<file path="src/rtl/test_port_pkg.sv">
// Shared constants, state encoding and byte-order helper for the test-port result writer.
package test_port_pkg;

    localparam logic [29:0] TEST_PORT = 30'hFF;
    localparam logic [31:0] BEGIN_SYM = 32'h00000168;
    localparam logic [31:0] END_SYM   = 32'hFFFFFD5D;

    typedef enum logic [2:0] {
        ST_IDLE    = 3'd0,
        ST_BEGIN   = 3'd1,
        ST_PAYLOAD = 3'd2,
        ST_GAP     = 3'd3,
        ST_END     = 3'd4,
        ST_DONE    = 3'd5
    } tpw_state_t;

    // Readable (big-endian) word to the little-endian order the bus expects.
    function automatic logic [31:0] byteswap32(input logic [31:0] w);
        return {w[7:0], w[15:8], w[23:16], w[31:24]};
    endfunction

endpackage

</file>
<file path="src/rtl/test_port_writer_fifo.sv">
// tpw_fifo: DEPTH x WIDTH synchronous FIFO with flush; head is visible combinationally,
// so a pushed word becomes poppable only on the cycle after its push.
module tpw_fifo
    import test_port_pkg::*;
#(
    parameter int DEPTH = 4,
    parameter int WIDTH = 32
) (
    input  logic             clk,
    input  logic             rst,
    input  logic             flush,
    input  logic             push,
    input  logic [WIDTH-1:0] push_data,
    input  logic             pop,
    output logic [WIDTH-1:0] head,
    output logic             full,
    output logic             empty
);

    localparam int AW = (DEPTH > 1) ? $clog2(DEPTH) : 1;
    localparam logic [AW:0] FULL_CNT = DEPTH[AW:0];

    logic [WIDTH-1:0] r_mem [DEPTH];
    logic [AW-1:0]    r_wr_ptr;
    logic [AW-1:0]    r_rd_ptr;
    logic [AW:0]      r_count;
    logic             w_do_push;
    logic             w_do_pop;

    assign empty     = (r_count == '0);
    assign full      = (r_count == FULL_CNT);
    assign w_do_pop  = pop & ~empty;
    assign w_do_push = push & (~full | w_do_pop);
    assign head      = r_mem[r_rd_ptr];

    // Pointers wrap naturally because DEPTH is a power of two.
    always_ff @(posedge clk) begin
        if (rst || flush) begin
            r_wr_ptr <= '0;
            r_rd_ptr <= '0;
            r_count  <= '0;
        end else begin
            if (w_do_push) r_wr_ptr <= r_wr_ptr + 1'b1;
            if (w_do_pop)  r_rd_ptr <= r_rd_ptr + 1'b1;
            case ({w_do_push, w_do_pop})
                2'b10:   r_count <= r_count + 1'b1;
                2'b01:   r_count <= r_count - 1'b1;
                default: r_count <= r_count;
            endcase
        end
    end

    always_ff @(posedge clk) begin
        if (w_do_push) r_mem[r_wr_ptr] <= push_data;
    end

endmodule

</file>
<file path="config.mk">
export PLATFORM = sky130hd
export DESIGN_NAME = tpw_fifo
export DESIGN_NICKNAME = d
export VERILOG_FILES = /design/src/rtl/test_port_pkg.sv /design/src/rtl/test_port_writer_fifo.sv
export SDC_FILE = /design/constraint.sdc
export NUM_CORES = 1
export LEC_CHECK = 0
export BUFFER_PORTS_ARGS = -buffer_cell sky130_fd_sc_hd__clkbuf_2
export CAP_MARGIN = 20
export CORE_MARGIN = 1
export CORE_UTILIZATION = 50
export DETAILED_ROUTE_END_ITERATION = 8
export PLACE_DENSITY = 0.74
export SYNTH_ARGS = -nofsm -noshare
export SYNTH_HDL_FRONTEND = slang
export SYNTH_SLANG_ARGS = --single-unit
</file>
<file path="constraint.sdc">
create_clock -name clk -period 1.9 [get_ports clk]
set_clock_uncertainty 0.1 [all_clocks]
set_input_delay 0.19 -clock clk [delete_from_list [all_inputs] [get_ports clk]]
set_output_delay 0.19 -clock clk [all_outputs]
set_load 0.05 [all_outputs]
</file>
### Yosys cells after proc, flatten, opt, wreduce, memory -nomap -nowiden

Memory sizes are Yosys's and may differ from the RTL's. A register that Yosys moved wholly into a read port is not among the register bits.
Index checks and enable logic that the tools add are counted.
Widths: inputs -> output; s select.

* register bits after elaboration: 7
* bits in writable memories: 128
* input bits: 37
* logic and storage cells: 24
* memories: 1

* add/sub/neg operators: 4
* equal/unequal tests: 3
* multiplexer cells: 5
* bitwise operators: 5
* reduce and logical (&&, ||, !) cells: 3

Memory list
* r_mem: words 4, bits a word 32, rd ports 1, clocked after memory_dff 1, wr ports 1, line test_port_writer_fifo.sv:23 `logic [WIDTH-1:0] r_mem [DEPTH];`

Operator list (count)
* $pmux 3 s2: 1
* $add 2x1->2 const B: 2
* $mux 2: 2
* $add 3x1->3 const B: 1
* $eq 3x3->1 const B: 1
* $logic_not 3->1: 1
* $sub 3x1->3 const B: 1
* $and 1x1->1: 2
* $eq 2x1->1 const B: 1
* $eq 2x2->1 const B: 1
* $mux 1: 2
* $not 1->1: 2
* $reduce_bool 2->1: 1
* $logic_or 1x1->1: 1
* $or 1x1->1: 1

### Longest topological paths before layout

* depth in word-level cells: 7
* depth in mapped cells: 7

### Worst setup path after synthesis

OpenSTA, ideal clock, no wires.

* kind: flip-flop to flip-flop
* start: reg r_count[0]
* end: mem r_mem[0][0], enable pin
* setup time: 0.404 ns
* arrival: 1.578 ns
* required time: 1.396 ns
* path slack: -0.182 ns
* stages on the path, launching flop included: 5
* clock period less this slack: 2.082 ns
* path through: dfxtp_1 -> buf_4 -> or4b_1 -> buf_2 -> and3_1

* word-level cells in the longest chain between the ends: 7
* elaborated cells on any way between the ends: 9

Ends and longest elaborated chain
* start, declared: line test_port_writer_fifo.sv:26 `logic [AW:0] r_count;`
* start signal, assigned: line test_port_writer_fifo.sv:46 `2'b10: r_count <= r_count + 1'b1;`
* start signal, assigned: line test_port_writer_fifo.sv:47 `2'b01: r_count <= r_count - 1'b1;`
* start signal, assigned: line test_port_writer_fifo.sv:48 `default: r_count <= r_count;`
* $logic_not 3->1: line test_port_writer_fifo.sv:30 `assign empty = (r_count == '0);`
* $not 1->1: line test_port_writer_fifo.sv:32 `assign w_do_pop = pop & ~empty;`
* $and 1x1->1: line test_port_writer_fifo.sv:32
* $or 1x1->1 (*): line test_port_writer_fifo.sv:33 `assign w_do_push = push & (~full | w_do_pop);`
* $and 1x1->1 (*): line test_port_writer_fifo.sv:33
* $mux 1 (*): line test_port_writer_fifo.sv:54 `if (w_do_push) r_mem[r_wr_ptr] <= push_data;`
* $mux 1 (implied by the code) (*): line test_port_writer_fifo.sv:54
* end, declared: line test_port_writer_fifo.sv:23

Mark *: on every way between the ends. The rest lies on a longest branch, timed or not.

==> results.json <==
{
  "ys_ff_latch": 137,
  "numPortBuffers": 70,
  "swShare": 0.2270,
  "clockRootBuffer": "clkbuf_8",
  "path_cells": "buf_4 -> clkbuf_16 -> mux4_2 -> buf_8",
  "clockPowerShare": 0.451,
  "r2r-end": "r_count[2]",
  "arrival_ns": 1.92,
  "dp.cells": 439,
  "routedWlPerCell_microns": 21.52,
  "ys_types": 38,
  "dpl-instance-area_sq_um": 5818,
  "drt_iter0_markers": 184,
  "numCtsBuffers": 17,
  "grtUsageTotal": 0.2096,
  "worst_pin_slew_ns": 0.3794,
  "slowest_stage": "mux4_2",
  "drv_cap": 0,
  "dp_hpwl_mm": 5.225,
  "p_sw_mw": 1.673,
  "die_h_microns": 103.9,
  "grt_first_pass_wirelength_mm": 16.13,
  "design.core.area_sq_um": 9910,
  "slew_headroom": 0.7438,
  "drive_gt1_frac": 0.4474,
  "htree_levels": 4,
  "fmax_ghz": 0.4531,
  "layout.area.seq_sq_um": 4033,
  "cpPeakStageDelay_ns": 0.54,
  "holdCritStartpoint": "push",
  "grt_pass1_vias": 2936,
  "grt_overflow": 0,
  "io_pins": 71,
  "antenna_found_initial": 0,
  "hold_depth": 4,
  "fin_nets": 409,
  "synth_edf_count": 128,
  "grt_max_degree": 33,
  "wl_mm": 11.04,
  "num_rows": 36,
  "gp_congestion": 0.7680,
  "async_flop_share": 0,
  "netlist_area_sq_um": 5190,
  "rsz0062_at_grt": "true",
  "syn_inst": 237,
  "area_delta_synth_final_pct": 39.15,
  "drt_first_pass_iters": 4,
  "design_area_sq_um": 7222,
  "power_density_nw_per_um2": 1021,
  "p_int_mw": 5.698,
  "chipWidth_microns": 103.9,
  "slew_violations": 0,
  "cts_tree": "done",
  "synthFlopType": "edfxtp_1",
  "min_to": "r_wr_ptr[0]",
  "cp_top_family": "multiplexers",
  "n_antenna_cell": 0,
  "nFillCells": 577,
  "setup_slack_ns": -0.3070,
  "synth_nets": 279,
  "r2r_setup_slack_ns": 0.12,
  "ys_seq_area_frac": 0.7753,
  "final_cell_mix": "edfxtp_1, clkbuf_2, dlygate4sd3_1",
  "crit_required_ns": 1.61,
  "p_comb_frac": 0.088,
  "power_leakage_nw": 2.531,
  "detail-route-antenna-nets": 0,
  "hold_viol": 0,
  "period_share": 1.162,
  "dieArea_sq_um": 10790,
  "dr_total_vias": 2786,
  "final.setup.tns_ns": -7.615,
  "outcome": "complete, but fails checks",
  "final_common_cell": "edfxtp_1",
  "multiInputGateArea_sq_um": 1084,
  "clock_latency_ns": 0.52,
  "rr_worst_depth": 6,
  "crit_buf_inv": 3,
  "r2r_start": "r_count[1]",
  "finalSetupViolCount": 32,
  "dp_slack_ns": 0.06571,
  "ys_warn_count": 0,
  "final_cells": 513,
  "cts.sinks": 137,
  "min_period_ns": 2.207,
  "cts_buffer_depth": 2,
  "seq_power_share": 0.461,
  "cts.clk_slew.worst_paths_ns": 0.06,
  "finalPower_mw": 7.370,
  "cp-end-kind": "output pin",
  "crit_type": "reg2out",
  "viasPerCell": 5.431,
  "violations": "setup timing",
  "startpoint_type": "flip-flop",
  "initial_core_util": 0.5237,
  "crit_fanout": 5,
  "ir_worst_vdd_mv": 0.6600,
  "syn_area_per_cell_sq_um": 21.90,
  "hp-class": "in2reg",
  "drc": 0
}
[kinds of logic after synthesis]
| group | count (synthesis) | synth area share |
|---|---|---|
| AOI/OAI and AO/OA | 14 | 0.02001 |
| xor gates and xnor gates | 4 | 0.006751 |
| DFF | 137 | 0.7753 |
| and+or+nand+nor | 25 | 0.02772 |
| buffers and inverters | 20 | 0.01784 |
| muxes | 32 | 0.1389 |
| adders and majority gates | 5 | 0.01350 |
[cell usage after synthesis, types with 2 or more instances]
cell / count / share of area
edfxtp_1: 128 / 0.74
and3_1: 2 / 0.0024
xor2_1: 3 / 0.0051
nand3_1: 3 / 0.0029
or2_2: 3 / 0.0036
a21oi_1: 3 / 0.0029
ha_1: 4 / 0.0096
and3_2: 2 / 0.0029
buf_2: 5 / 0.0048
dfxtp_1: 9 / 0.035
buf_1: 2 / 0.0014
mux4_2: 32 / 0.14
inv_1: 5 / 0.0036
clkbuf_1: 6 / 0.0043
nor2_1: 6 / 0.0043
o211ai_1: 2 / 0.0029
[routing by layer]
metal	vias to the layer above	part of all wire	track usage
met2	103	0.56	0.3557
met4	0	0.015	0.08061
met5	-	0	0
met1	1431	0.38	0.2545
li1	1241	-	-
met3	11	0.048	0.06140
[power groups by stage]
stage	Clock, mW	Combinational, mW	Sequential (mW)
5_1_grt	3.50	0.682	3.40
6_report	3.32	0.652	3.40
3_3_place_gp	0	0.459	3.45
2_1_floorplan	0	0.314	3.45
3_5_place_dp	0	0.466	3.46
4_1_cts	3.34	0.627	3.39
[worst register-to-register path, delay by kind of cell (launching register included)]
family          cells  cell delay (ns)
flops               1             0.35
fa+ha+maj           1             0.40
compound gates      3             0.35
simple gates        2             0.47
[worst max-delay path by stage]
| stage | startpoint | to | slack [ns] | cells past startpoint |
|---|---|---|---|---|
| after detailed placement | r_count[0] | r_count[2] | 0.07 | 6 |
| after floorplan | r_count[0] | r_mem[0][0] | 0.02 | 4 |
| after global routing | flip-flop | head[5] | -0.36 | 4 |
| after CTS | flip-flop | head[24] | -0.30 | 4 |
| after global placement | r_count[1] | r_count[2] | 0.16 | 6 |
| final | flip-flop | head[6] | -0.31 | 4 |
[flip-flops by register name (all words and copies together) (netlist names), named ones only]
signal	count
r_count	3
r_mem	128
r_rd_ptr	2
r_wr_ptr	2
[stage by stage]
| step | hold slack [ns] | utilization |
|---|---|---|
| 2_1_floorplan | 0.1889 | - |
| 3_3_place_gp | 0.3068 | 0.5871 |
| 3_5_place_dp | 0.3101 | 0.5871 |
| 4_1_cts | 0.01172 | 0.7269 |
| 5_1_grt | 0.05076 | 0.7288 |
| 6_report | 0.03475 | 0.7288 |
[final cells by class]
cell class	count	area share
multi-input cells	80	0.1500
clock buffers	17	0.05735
inverters	5	0.002599
well taps	133	0.02304
repair buffers	126	0.1828
flip-flops and latches	137	0.5584
clock inverters	15	0.02581
[repair_timing]
action | 4_1_cts | 5_1_grt
setup endpoints to repair | 33 | 35
buffers inserted | 4 | 0
gates cloned | 3 | 1
hold buffers | 36 | 0
gates resized for setup | 72 | 27
hold endpoints to repair | 137 | 0
(Power assumes the default switching activity.)
